<file path="src/rtl/issue_pkg.sv">
// Shared definitions for the issue queue: unit opcodes, instruction field
// positions, the decoded issue record, the halt-sequencing state and the decoder.
package issue_pkg;

  localparam int IQ_WORD_SIZE = 32;
  localparam int IQ_REG_SIZE  = 6;

  localparam logic [2:0] UNIT_LW   = 3'b000;
  localparam logic [2:0] UNIT_SW   = 3'b001;
  localparam logic [2:0] UNIT_ADD  = 3'b010;
  localparam logic [2:0] UNIT_MUL  = 3'b011;
  localparam logic [2:0] UNIT_MV   = 3'b100;
  localparam logic [2:0] UNIT_HALT = 3'b101;

  localparam int UNIT_HI    = 31;
  localparam int UNIT_LO    = 29;
  localparam int HASIMM_BIT = 28;
  localparam int REG1_HI    = 27;
  localparam int REG1_LO    = 22;
  localparam int REG2_HI    = 21;
  localparam int REG2_LO    = 16;
  localparam int REG3_HI    = 15;
  localparam int REG3_LO    = 10;
  localparam int IMM_HI     = 15;
  localparam int IMM_LO     = 0;

  typedef struct packed {
    logic [2:0]              unit;
    logic [IQ_REG_SIZE-1:0]  reg1;
    logic [IQ_REG_SIZE-1:0]  reg2;
    logic [IQ_REG_SIZE-1:0]  reg3;
    logic                    hasimm;
    logic [IQ_WORD_SIZE-1:0] imm;
  } issue_fields_t;

  typedef enum logic [1:0] {
    RUN,
    HALT_PEND,
    HALTED
  } iq_state_t;

  // Opcodes 110 and 111 are unassigned.
  function automatic logic unit_is_illegal(input logic [2:0] unit);
    return unit[2] & unit[1];
  endfunction

  // reg3 and the immediate share bits [15:*]; only one of them is ever nonzero.
  function automatic issue_fields_t decode_word(input logic [31:0] word);
    issue_fields_t fields;
    fields        = '0;
    fields.unit   = word[UNIT_HI:UNIT_LO];
    fields.hasimm = word[HASIMM_BIT];
    fields.reg1   = word[REG1_HI:REG1_LO];
    fields.reg2   = word[REG2_HI:REG2_LO];
    if (word[HASIMM_BIT])
      fields.imm = {{(IQ_WORD_SIZE-16){word[IMM_HI]}}, word[IMM_HI:IMM_LO]};
    else
      fields.reg3 = word[REG3_HI:REG3_LO];
    return fields;
  endfunction

endpackage

</file>
<file path="src/rtl/issue_queue_if.sv">
// Fetch-side and RS-side handshake bundle of the issue queue.
// master = the queue itself, slave = fetch/RS environment.
interface issue_queue_if #(
  parameter int WORD_SIZE = 32,
  parameter int REG_SIZE  = 6
);
  logic                 fetch_valid;
  logic [31:0]          fetch_instr;
  logic                 fetch_ready;
  logic                 issue_valid;
  logic [2:0]           issue_unit;
  logic [REG_SIZE-1:0]  issue_reg1;
  logic [REG_SIZE-1:0]  issue_reg2;
  logic [REG_SIZE-1:0]  issue_reg3;
  logic                 issue_hasimm;
  logic [WORD_SIZE-1:0] issue_imm;
  logic                 rs_ready;

  modport master (
    input  fetch_valid, fetch_instr, rs_ready,
    output fetch_ready, issue_valid, issue_unit, issue_reg1, issue_reg2,
           issue_reg3, issue_hasimm, issue_imm
  );

  modport slave (
    output fetch_valid, fetch_instr, rs_ready,
    input  fetch_ready, issue_valid, issue_unit, issue_reg1, issue_reg2,
           issue_reg3, issue_hasimm, issue_imm
  );
endinterface

</file>
<file path="src/rtl/issue_fifo.sv">
// Parameterised synchronous FIFO with occupancy count; head word read from
// the registered storage array, so a pushed word is visible one edge later.
module issue_fifo #(
  parameter int DEPTH = 8,
  parameter int WIDTH = 32,
  localparam int AW = $clog2(DEPTH),
  localparam int CW = AW + 1
) (
  input  logic             clk,
  input  logic             rst_n,
  input  logic             push,
  input  logic [WIDTH-1:0] wdata,
  input  logic             pop,
  output logic [WIDTH-1:0] rdata,
  output logic [CW-1:0]    count,
  output logic             full,
  output logic             empty
);

  logic [WIDTH-1:0] mem [DEPTH];
  logic [AW-1:0]    wr_ptr_reg;
  logic [AW-1:0]    rd_ptr_reg;
  logic [CW-1:0]    count_reg;
  logic             push_ok;
  logic             pop_ok;

  assign full    = (count_reg == CW'(DEPTH));
  assign empty   = (count_reg == '0);
  assign push_ok = push && !full;
  assign pop_ok  = pop && !empty;
  assign rdata   = mem[rd_ptr_reg];
  assign count   = count_reg;

  // Storage is not reset: an empty queue never exposes its contents.
  generate
    for (genvar gi = 0; gi < DEPTH; gi++) begin : g_entry
      always_ff @(posedge clk) begin
        if (push_ok && (wr_ptr_reg == AW'(gi)))
          mem[gi] <= wdata;
      end
    end
  endgenerate

  always_ff @(posedge clk or negedge rst_n) begin
    if (!rst_n) begin
      wr_ptr_reg <= '0;
      rd_ptr_reg <= '0;
      count_reg  <= '0;
    end else begin
      if (push_ok)
        wr_ptr_reg <= wr_ptr_reg + AW'(1);
      if (pop_ok)
        rd_ptr_reg <= rd_ptr_reg + AW'(1);
      case ({push_ok, pop_ok})
        2'b10:   count_reg <= count_reg + CW'(1);
        2'b01:   count_reg <= count_reg - CW'(1);
        default: count_reg <= count_reg;
      endcase
    end
  end

endmodule

</file>
<file path="src/rtl/issue_queue.sv">
// In-order issue buffer between fetch and the reservation stations: FIFO,
// head decode, illegal-opcode drop and halt sequencing. ISSUE_QUEUE_STATS_EN adds stall/issue counters.
module issue_queue
  import issue_pkg::*;
#(
  parameter int DEPTH     = 8,
  parameter int WORD_SIZE = 32,
  parameter int REG_SIZE  = 6,
  localparam int CW = $clog2(DEPTH) + 1
) (
  input  logic           clk,
  input  logic           rst_n,
  issue_queue_if.master  bus,
  output logic [CW-1:0]  count,
  output logic           halted,
  output logic           illegal
`ifdef ISSUE_QUEUE_STATS_EN
  ,
  output logic [31:0]    stall_cycles,
  output logic [31:0]    issued_total
`endif
);

  logic [31:0]   head_word;
  logic          fifo_full;
  logic          fifo_empty;
  logic [CW-1:0] fifo_count;
  iq_state_t     state_reg;
  logic          halted_reg;
  logic          illegal_reg;
  logic          fetch_ready_c;
  logic          take;
  logic          fetch_bad;
  logic          push;
  logic          pop;
  issue_fields_t head_fields;

  assign fetch_ready_c = !fifo_full && (state_reg == RUN);
  assign take          = bus.fetch_valid && fetch_ready_c;
  assign fetch_bad     = unit_is_illegal(bus.fetch_instr[UNIT_HI:UNIT_LO]);
  assign push          = take && !fetch_bad;
  assign pop           = !fifo_empty && bus.rs_ready;

  issue_fifo #(
    .DEPTH (DEPTH),
    .WIDTH (32)
  ) u_fifo (
    .clk   (clk),
    .rst_n (rst_n),
    .push  (push),
    .wdata (bus.fetch_instr),
    .pop   (pop),
    .rdata (head_word),
    .count (fifo_count),
    .full  (fifo_full),
    .empty (fifo_empty)
  );

  // Fields read as zero while empty so the RS never sees stale storage.
  assign head_fields = fifo_empty ? '0 : decode_word(head_word);

  assign bus.fetch_ready  = fetch_ready_c;
  assign bus.issue_valid  = !fifo_empty;
  assign bus.issue_unit   = head_fields.unit;
  assign bus.issue_reg1   = REG_SIZE'(head_fields.reg1);
  assign bus.issue_reg2   = REG_SIZE'(head_fields.reg2);
  assign bus.issue_reg3   = REG_SIZE'(head_fields.reg3);
  assign bus.issue_hasimm = head_fields.hasimm;
  assign bus.issue_imm    = WORD_SIZE'(head_fields.imm);
  assign count            = fifo_count;
  assign halted           = halted_reg;
  assign illegal          = illegal_reg;

  // Intake closes once a halt is queued, so the halt is always the last entry.
  always_ff @(posedge clk or negedge rst_n) begin
    if (!rst_n) begin
      state_reg   <= RUN;
      halted_reg  <= 1'b0;
      illegal_reg <= 1'b0;
    end else begin
      illegal_reg <= take && fetch_bad;
      case (state_reg)
        RUN: begin
          if (push && (bus.fetch_instr[UNIT_HI:UNIT_LO] == UNIT_HALT))
            state_reg <= HALT_PEND;
        end
        HALT_PEND: begin
          if (pop && (head_fields.unit == UNIT_HALT)) begin
            state_reg  <= HALTED;
            halted_reg <= 1'b1;
          end
        end
        default: begin
          state_reg  <= HALTED;
          halted_reg <= 1'b1;
        end
      endcase
    end
  end

`ifdef ISSUE_QUEUE_STATS_EN
  logic [31:0] stall_reg;
  logic [31:0] issued_reg;

  always_ff @(posedge clk or negedge rst_n) begin
    if (!rst_n) begin
      stall_reg  <= '0;
      issued_reg <= '0;
    end else begin
      if (!fifo_empty && !bus.rs_ready && (stall_reg != '1))
        stall_reg <= stall_reg + 32'd1;
      if (pop && (issued_reg != '1))
        issued_reg <= issued_reg + 32'd1;
    end
  end

  assign stall_cycles = stall_reg;
  assign issued_total = issued_reg;
`endif

endmodule

</file>
<file path="src/flat_wrapper.sv">
// flat-port wrapper written by rule: the top's interface ports become plain ports
module issue_queue_flat import issue_pkg::*;
#(
  parameter int DEPTH     = 8,
  parameter int WORD_SIZE = 32,
  parameter int REG_SIZE  = 6,
  localparam int CW = $clog2(DEPTH) + 1
)
  (clk, rst_n, count, halted, illegal, bus_fetch_valid, bus_fetch_instr, bus_rs_ready, bus_fetch_ready, bus_issue_valid, bus_issue_unit, bus_issue_reg1, bus_issue_reg2, bus_issue_reg3, bus_issue_hasimm, bus_issue_imm);
  issue_queue_if #(.WORD_SIZE(WORD_SIZE), .REG_SIZE(REG_SIZE)) bus_i ();
  input  logic clk;
  input  logic rst_n;
  output logic [CW-1:0] count;
  output logic halted;
  output logic illegal;
  input wire logic [$bits(bus_i.fetch_valid)-1:0] bus_fetch_valid;
  input wire logic [$bits(bus_i.fetch_instr)-1:0] bus_fetch_instr;
  input wire logic [$bits(bus_i.rs_ready)-1:0] bus_rs_ready;
  output wire logic [$bits(bus_i.fetch_ready)-1:0] bus_fetch_ready;
  output wire logic [$bits(bus_i.issue_valid)-1:0] bus_issue_valid;
  output wire logic [$bits(bus_i.issue_unit)-1:0] bus_issue_unit;
  output wire logic [$bits(bus_i.issue_reg1)-1:0] bus_issue_reg1;
  output wire logic [$bits(bus_i.issue_reg2)-1:0] bus_issue_reg2;
  output wire logic [$bits(bus_i.issue_reg3)-1:0] bus_issue_reg3;
  output wire logic [$bits(bus_i.issue_hasimm)-1:0] bus_issue_hasimm;
  output wire logic [$bits(bus_i.issue_imm)-1:0] bus_issue_imm;
  assign bus_i.fetch_valid = bus_fetch_valid;
  assign bus_i.fetch_instr = bus_fetch_instr;
  assign bus_i.rs_ready = bus_rs_ready;
  assign bus_fetch_ready = bus_i.fetch_ready;
  assign bus_issue_valid = bus_i.issue_valid;
  assign bus_issue_unit = bus_i.issue_unit;
  assign bus_issue_reg1 = bus_i.issue_reg1;
  assign bus_issue_reg2 = bus_i.issue_reg2;
  assign bus_issue_reg3 = bus_i.issue_reg3;
  assign bus_issue_hasimm = bus_i.issue_hasimm;
  assign bus_issue_imm = bus_i.issue_imm;
  issue_queue #(.DEPTH(DEPTH), .WORD_SIZE(WORD_SIZE), .REG_SIZE(REG_SIZE)) u_core (.clk(clk), .rst_n(rst_n), .bus(bus_i), .count(count), .halted(halted), .illegal(illegal));
endmodule
</file>
<file path="config.mk">
export PLATFORM = sky130hd
export DESIGN_NAME = issue_queue_flat
export DESIGN_NICKNAME = d
export VERILOG_FILES = /design/src/rtl/issue_pkg.sv /design/src/rtl/issue_queue_if.sv /design/src/rtl/issue_fifo.sv /design/src/rtl/issue_queue.sv /design/src/flat_wrapper.sv
export SDC_FILE = /design/constraint.sdc
export NUM_CORES = 1
export LEC_CHECK = 0
export CAP_MARGIN = 20
export CORE_ASPECT_RATIO = 1.25
export CORE_MARGIN = 2
export CORE_UTILIZATION = 62
export DETAILED_ROUTE_END_ITERATION = 12
export PLACE_DENSITY = 0.84
export SLEW_MARGIN = 25
export SYNTH_ARGS = -nofsm -noshare
export SYNTH_HDL_FRONTEND = slang
export SYNTH_HIERARCHICAL = 1
export SYNTH_SLANG_ARGS = --single-unit
</file>
<file path="constraint.sdc">
create_clock -name clk -period 5.6 [get_ports clk]
set_input_delay 0.56 -clock clk [delete_from_list [all_inputs] [get_ports clk]]
set_output_delay 0.56 -clock clk [all_outputs]
set_load 0.02 [all_outputs]
</file>
==> impl_metrics.tcl, run 1 <==
set metrics [dict create \
    dieArea_um2 18840 \
    fin_crit_sh_pct 77.28 \
    ant_nets 0 \
    maxSlewHeadroom_pct 27.89 \
    synth_edf_count 256 \
    clockRootBuffer "clkbuf_16" \
    io_pins 98 \
    cts_tree "done" \
    diodes 0 \
    fin_skew_ns 0.01596 \
    fill_cells 982 \
    final_nets 657 \
    drive_gt1_share_pct 21.62 \
    worst_slew_pin_slew_ns 1.082 \
    htree_levels 1 \
    dp_hpwl_um 11160 \
    crit_required_ns 5.04 \
    p_leak_nw 4.263 \
    hold_class "in2async" \
    synthCells 521 \
    synth-warning-count 6 \
    drv_cap 0 \
    ys_ff_latch 270 \
    post_cts_resized 0 \
    yosys.area.top_type_share_pct 69.84 \
    antenna_found_initial 0 \
    final_cells 853 \
    via_per_inst 6.135 \
    syn_to_final_growth_pct 16.63 \
    syn_avg_cell_area_um2 21.13 \
    wl_per_cell_um 24.06 \
    period_minus_slack_ns 4.328 \
    clock_sinks 270 \
    grt_pass1_vias 5657 \
    clk_latency_ns 0.52 \
    grt_util_all_layers_pct 22.67 \
    grt_max_degree 49 \
    clk_path_buf_depth 3 \
    cts_setup_buffers 0 \
    arrival_ns 3.77 \
    crit_slowest_cell "dfrtp_4" \
    setup_viol 0 \
    cp-start-kind "register" \
    largest_reg_flops 256 \
    report.final.slew_viol_count 0 \
    gr-total-overflow 0 \
    die_y_um 153.0 \
    core-area_um2 17430 \
    hold_violations 0 \
    ys.flop_type "edfxtp_1" \
    finalWirelength_um 20530 \
    grt_pass1_wl_um 31630 \
    vias 5233 \
    yosysTopAreaCell "edfxtp_1" \
    start_util_pct 63.14 \
    drt_iter0_drc 357 \
    worstPathMaxFanout 41 \
    vdd.ir_drop.worst_mv 0.3669 \
    ys_seq_area_share_pct 73.02 \
    drc 0 \
    p_per_area_nw_per_um2 549.1 \
    first_pass_iters 4 \
    path_class "reg2out" \
    num_rows 54 \
    placed_cells 807 \
    fin_hold_ws_ns 0.4653 \
    gp_congestion 0.6898 \
    slowest_delay_ns 0.92 \
    yosysUniqueCellTypes 41 \
    tns_ns 0 \
    synthesis.area_um2 11010 \
    port_buffers 97 \
    synthTopCellsByArea "edfxtp_1 70%, mux4_2 9.0%, mux4_1 4.8%" \
    cts_made_buffers 25 \
    fmax_mhz 231.1 \
    fp.dieW_um 123.2 \
    clkTransAtPathRegs_ns 0.06 \
    hold_buffers 0 \
    status "completed" \
    rsz0062_at_grt "false" \
    path_cells "mux4_2 -> mux2_2 -> and2b_1 -> and2_1 -> clkdlybuf4s50_1" \
    end_kind "output port" \
    async_flop_share_pct 5.185 \
    syn-num-nets 568 \
]
cell usage after synthesis (all sizes together) (2+ instances only):
cell,number
inv,10
mux4,64
nand3,2
clkbuf,11
nor3,2
dfrtp,14
buf,29
nor2,3
nor2b,13
and2b,5
ha,10
mux2,34
xnor2,4
o21ai,3
edfxtp,256
and3,6
a21oi,3
and2,25
nor3b,3
nand2,10
critical path: cells and delay by family, from the launching register on:
| family | cells | cell delay [ns] |
|---|---|---|
| flops | 1 | 0.92 |
| mux | 2 | 0.90 |
| simple gates | 2 | 0.81 |
| buf+inv | 1 | 0.60 |
power by group:
group | internal, mW | leakage, nW | switching, mW
sequential | 2.43 | 2.47 | 0.192
combinational | 1.42 | 1.39 | 1.36
clock | 0.955 | 0.401 | 0.697
total | 4.80 | 4.26 | 2.25
metal layers:
metal / routed length, um / vias to the layer above / GRT usage, %
met5: 0 / - / 0
met4: 535 / 0 / 7.684
met3: 1323 / 45 / 3.582
met2: 10830 / 209 / 38.88
met1: 7839 / 2707 / 29.66
li1: - / 2272 / -
final timing paths:
| check | startpoint | end | slack [ns] | cells past startpoint |
|---|---|---|---|---|
| max | u_core/u_fifo/rd_ptr_reg[0] | bus_issue_imm[20] | 1.27 | 5 |
| max in group asynchronous | rst_n | u_core/u_fifo/rd_ptr_reg[0] | 4.63 | 1 |
| min reg2reg | u_core/halted | u_core/halted | 0.49 | 2 |
| min in group clk | u_core/halted | u_core/halted | 0.49 | 2 |
| min | rst_n | u_core/illegal | 0.47 | 1 |
| max reg2reg | u_core/u_fifo/count[0] | u_core/u_fifo/count[3] | 1.99 | 12 |
layout by cell type (no fill, tap or decap), types with 3 or more instances in the layout:
cell type,count
clkinv_1,3
clkbuf_1,5
nor2b_1,13
clkbuf_8,3
mux2_2,34
mux4_2,44
dfrtp_1,11
and2_1,23
o21ai_0,3
buf_4,5
mux4_1,20
nand2_1,10
and3_2,6
nor2_1,3
xnor2_1,4
and2b_1,5
clkdlybuf4s50_1,97
edfxtp_1,256
clkbuf_16,25
clkinv_2,6
ha_1,10
nor3b_1,3
inv_1,9
a21oi_1,3
logic make-up after synthesis:
family	Yosys count	synth area share [%]
compound gates	12	0.8071
xor+xnor	5	0.3978
fa+ha+maj	11	1.319
buf+inv	50	2.933
flops	270	73.02
mux	99	17.35
simple gates	74	4.172
cell type report:
class | count | area [um^2] | area share (%)
Clock buffer | 33 | 685.7 | 5.341
Inverter | 10 | 37.54 | 0.2924
Tap cell | 224 | 280.3 | 2.183
Clock inverter | 13 | 118.9 | 0.9259
Timing Repair Buffer | 102 | 1008 | 7.856
Multi-Input combinational cell | 201 | 2663 | 20.74
Sequential cell | 270 | 8044 | 62.66
per-stage QoR:
| stage | total power, mW | setup slack, ns | instance area [um^2] | util, % |
|---|---|---|---|---|
| 6_report | 7.050 | 1.272 | 12840 | 73.64 |
| 5_1_grt | 7.372 | 0.9808 | 12840 | 73.64 |
| 4_1_cts | 7.110 | 1.193 | 12840 | 73.64 |
| 3_5_place_dp | 5.445 | 1.616 | 12030 | 69.03 |
| 3_3_place_gp | 5.368 | 1.863 | 12030 | 69.03 |
| 2_1_floorplan | 4.540 | 1.896 | 11010 | - |
No activity file was read; power rests on OpenSTA's default activity.
==> inputs of run 2 (changes only) <==
Settings changed: CORE_UTILIZATION 62 to 57, PLACE_DENSITY 0.84 to 0.78.
Clock period 5.6 ns to 4.3 ns, I/O delays scaled along.
==> run 2 against run 1 <==
  * Sequential cell count unchanged
  * Final area increased by 0.67%
  * Clock skew decreased by 0.0061 ns
  * Hold slack got worse by 0.12 ns
  * Clock-buffer cell count decreased by 4
  * Setup slack got worse by 0.71 ns
  * Core utilization decreased by 5.1 points
  * Wire length decreased by 1.5%
  * Largest power group unchanged
==> impl_metrics.tcl, run 2 (synthesis gave the netlist of run 1 again) <==
set metrics [dict create \
    status "completed" \
    cts_setup_buffers 0 \
    rsz0062_at_grt "false" \
    report.final.slew_viol_count 0 \
    hold_violations 0 \
    syn_to_final_growth_pct 17.41 \
    hold_buffers 0 \
    port_buffers 97 \
    reg2reg_to "u_core/u_fifo/count[3]" \
    r2r_slack_ns 0.80 \
    cp-start-kind "register" \
    drv_cap 0 \
    drive_gt1_share_pct 22.56 \
    fmax_mhz 267.3 \
    first_pass_iters 4 \
    core-area_um2 18850 \
    clk_path_buf_depth 3 \
    io_pins 98 \
    vdd.ir_drop.worst_mv 0.3631 \
    end_kind "output port" \
    largest_reg_flops 256 \
    drt_iter0_drc 493 \
    clkTransAtPathRegs_ns 0.07 \
    fin_crit_sh_pct 87.01 \
    num_rows 56 \
    vias 5163 \
    antenna_found_initial 0 \
    placed_cells 823 \
    diodes 0 \
    cts_tree "done" \
    fin_hold_ws_ns 0.3423 \
    setup_viol 0 \
    p_leak_nw 4.301 \
    grt_util_all_layers_pct 20.22 \
    fp.dieW_um 128.3 \
    start_util_pct 58.40 \
    arrival_ns 3.31 \
    finalWirelength_um 20210 \
    final_cell_mix "256 x edfxtp_1, 97 x clkdlybuf4s50_1, 44 x mux4_2" \
    fin_util_pct 68.57 \
    dp_hpwl_um 11560 \
    final_cells 866 \
    period_minus_slack_ns 3.741 \
    fin_skew_ns 0.009909 \
    gp_congestion 0.6990 \
    drc 0 \
    worstPathMaxFanout 18 \
    hold_class "in2async" \
    final_common_cell "edfxtp_1" \
    crit_required_ns 3.87 \
    dieArea_um2 20440 \
    grt_pass1_wl_um 31190 \
    cts_made_buffers 24 \
    place_ws_ns 0.8706 \
    total_power_mw 9.216 \
    p_per_area_nw_per_um2 713.1 \
    grt_pass1_vias 5495 \
    die_y_um 159.4 \
    reg2reg_depth 13 \
    tns_ns 0 \
    final_area_um2 12920 \
    grt_max_degree 63 \
    clock_sinks 270 \
    worst_slew_pin_slew_ns 1.064 \
    place_area_um2 12100 \
    cp-startpoint "u_core/u_fifo/rd_ptr_reg[0]" \
    clk_latency_ns 0.51 \
    ant_nets 0 \
    final_nets 664 \
    post_cts_resized 0 \
    maxSlewHeadroom_pct 29.06 \
    htree_levels 1 \
    wl_per_cell_um 23.33 \
    path_class "reg2out" \
    clockRootBuffer "clkbuf_16" \
    via_per_inst 5.962 \
    gr-total-overflow 0 \
    r2r-start "u_core/u_fifo/count[0]" \
    endpoint "bus_issue_imm[27]" \
    timing.final.ws_setup_ns 0.5586 \
]
==> run 2: power breakdown <==
group          leakage [nW]  internal, mW  switching, mW
logic                  1.43          1.86           1.82
registers              2.47          3.17          0.167
clock network         0.397          1.31          0.890
==> run 2: cell type report <==
type / count / area (um^2)
clock buffers: 29 / 640.6
clock inverters: 14 / 180.2
fillers: 1140 / 5924
inverters: 10 / 37.54
multi-input cells: 201 / 2663
flip-flops and latches: 270 / 8044
well taps: 232 / 290.3
repair buffers: 110 / 1069
==> run 2: metal layers <==
| metal | vias up | routed length [um] | GRT usage [%] |
|---|---|---|---|
| met4 | 0 | 330 | 5.095 |
| met1 | 2671 | 7941 | 27.31 |
| met5 | - | 0 | 0 |
| li1 | 2286 | - | - |
| met2 | 176 | 10800 | 35.35 |
| met3 | 30 | 1133 | 2.419 |
==> run 2: worst min path at each step <==
| stage | endpoint | cells past startpoint | slack (ns) | from |
|---|---|---|---|---|
| after detailed placement | u_core/halted | 2 | 0.46 | u_core/halted |
| after global routing | u_core/u_fifo/wr_ptr_reg[1] | 1 | 0.39 | rst_n |
| final | u_core/u_fifo/wr_ptr_reg[2] | 1 | 0.34 | rst_n |
| after global placement | u_core/halted | 2 | 0.47 | u_core/halted |
| after CTS | u_core/u_fifo/wr_ptr_reg[1] | 1 | 0.36 | rst_n |
| after floorplan | u_core/halted | 0 | 0.13 | rst_n |
==> run 2: critical path, stage by stage (launching register included) <==
cell             delay [ns]
dfrtp_4                0.64
mux4_2                 0.55
mux2_2                 0.28
and2b_1                0.34
and2_1                 0.39
clkdlybuf4s50_1        0.60
==> inputs of run 3 (changes only) <==
Settings changed: CAP_MARGIN 20 to default, CORE_UTILIZATION 57 to 30, PLACE_DENSITY 0.78 to 0.46.
==> run 3 against run 2 <==
  * Non-clock buffer count rose by 7
  * First-iteration DRC count fell by 34%
  * Clock skew rose by 0.0039 ns
  * Via count rose by 0.56%
  * Combinational power rose by 2%
  * Hold slack got worse by 0.026 ns
  * Clock power barely moved
  * Global-route usage fell by 7.6 points
  * Core utilization fell by 32 points
  * Final area rose by 3.0%
  * Cell count rose by 30%
  * Critical path depth did not move
  * Critical path type unchanged
==> impl_metrics.tcl, run 3 (synthesis gave the netlist of run 1 again) <==
set metrics [dict create \
    post_cts_resized 0 \
    io_pins 98 \
    worst_slew_pin_slew_ns 0.8575 \
    clkTransAtPathRegs_ns 0.06 \
    dieArea_um2 38250 \
    p_leak_nw 4.344 \
    drc 0 \
    path_class "reg2out" \
    start_util_pct 30.40 \
    clock_sinks 270 \
    status "completed" \
    cts_setup_buffers 0 \
    crit_required_ns 3.87 \
    fmax_mhz 253.2 \
    final_area_um2 13310 \
    clockRootBuffer "clkbuf_16" \
    final_cell_mix "256 x edfxtp_1, 97 x clkdlybuf4s50_1, 44 x mux4_2" \
    cts_made_buffers 27 \
    top_usage_layer "met2" \
    cts_tree "done" \
    dp_hpwl_um 14090 \
    grt_max_degree 59 \
    rsz0062_at_grt "false" \
    htree_levels 1 \
    drive_gt1_share_pct 22.76 \
    fin_crit_sh_pct 91.84 \
    grt_util_all_layers_pct 12.58 \
    grt_pass1_vias 5712 \
    finalWirelength_um 23700 \
    via_per_inst 4.611 \
    period_minus_slack_ns 3.949 \
    slowest_delay_ns 0.70 \
    place_ws_ns 0.8121 \
    timing.final.ws_setup_ns 0.3510 \
    hold_violations 0 \
    port_buffers 97 \
    gr-usage-met2_pct 22.44 \
    place_area_um2 12490 \
    fin_util_pct 36.77 \
    hold_buffers 0 \
    path_cells "mux4_2 -> mux2_2 -> and2b_1 -> and2_1 -> clkdlybuf4s50_1" \
    vias 5192 \
    gp_congestion 0.6837 \
    gr-total-overflow 0 \
    fill_cells 3321 \
    syn_to_final_growth_pct 20.95 \
    arrival_ns 3.52 \
    antenna_found_initial 3 \
    cp-startpoint "u_core/u_fifo/rd_ptr_reg[0]" \
    vdd.ir_drop.worst_mv 0.3397 \
    ant_nets 0 \
    final_common_cell "edfxtp_1" \
    clk_path_buf_depth 3 \
    drv_cap 0 \
    hold_class "in2async" \
    num_rows 78 \
    first_pass_iters 5 \
    diodes 0 \
    largest_reg_flops 256 \
    crit_slowest_cell "clkdlybuf4s50_1" \
    grt_pass1_wl_um 35670 \
    cp-start-kind "register" \
    end_kind "output port" \
    p_per_area_nw_per_um2 700.0 \
    tns_ns 0 \
    report.final.slew_viol_count 0 \
    total_power_mw 9.319 \
    use_met1_pct 15.75 \
    final_nets 674 \
    setup_viol 0 \
    wl_per_cell_um 21.04 \
    grt.met3_usage_pct 2.192 \
    r2r-start "u_core/u_fifo/count[0]" \
    core-area_um2 36210 \
    drt_iter0_drc 327 \
    die_y_um 218.2 \
    worstPathMaxFanout 18 \
    seq_area_um2 8046 \
    multi_input_area_um2 2663 \
    fin_skew_ns 0.01381 \
    clk_latency_ns 0.54 \
    fp.dieW_um 175.3 \
    maxSlewHeadroom_pct 42.84 \
]
-- run 3: cell count changes in the layout (fill, tap and decap cells not counted), sizes merged --
cell,delta
buf,+7
bufinv,-2
clkbuf,+6
clkinv,+1
clkinvlp,-1
inv,+1
-- run 3: area by class of cell --
type | count | area share [%]
sequential | 270 | 60.44
multi-input combinational | 201 | 20.00
timing repair buffer | 117 | 8.609
clock buffer | 35 | 5.301
tap | 480 | 4.511
clock inverter | 13 | 0.8553
inverter | 10 | 0.2820
-- run 3: where the power goes --
part	switching, mW	internal, mW	leakage, nW
clock	0.936	1.27	0.396
combinational	1.90	1.88	1.47
sequential	0.168	3.17	2.47
total	3.00	6.32	4.34
-- run 3: final timing paths --
path,to,slack (ns),cells after the start
max reg2reg,u_core/u_fifo/count[3],0.89,13
max in group asynchronous,u_core/u_fifo/rd_ptr_reg[1],3.46,1
max,bus_issue_imm[21],0.35,5
min in group clk,u_core/halted,0.48,2
min,u_core/u_fifo/count[1],0.32,1
min reg2reg,u_core/halted,0.48,2
-- run 3: routing by layer --
| metal | up-vias | routed length, um |
|---|---|---|
| li1 | 2317 | - |
| met3 | 32 | 1050 |
| met4 | 4 | 406 |
| met5 | - | 25 |
| met2 | 133 | 12360 |
| met1 | 2706 | 9854 |
-- run 3: worst max-delay path, delay by kind of cell, from the launching register on --
kind	cells	cell delay (ns)
buffers and inverters	1	0.70
DFF	1	0.62
muxes	2	0.55
and+or+nand+nor	2	1.10
-- run 3: stage by stage --
stage | hold slack, ns | cells
floorplan | 0.1344 | 521
global placement | 0.4635 | 1078
detailed placement | 0.4660 | 1078
CTS | 0.3242 | 1126
global route | 0.3733 | 1126
finish | 0.3160 | 1126
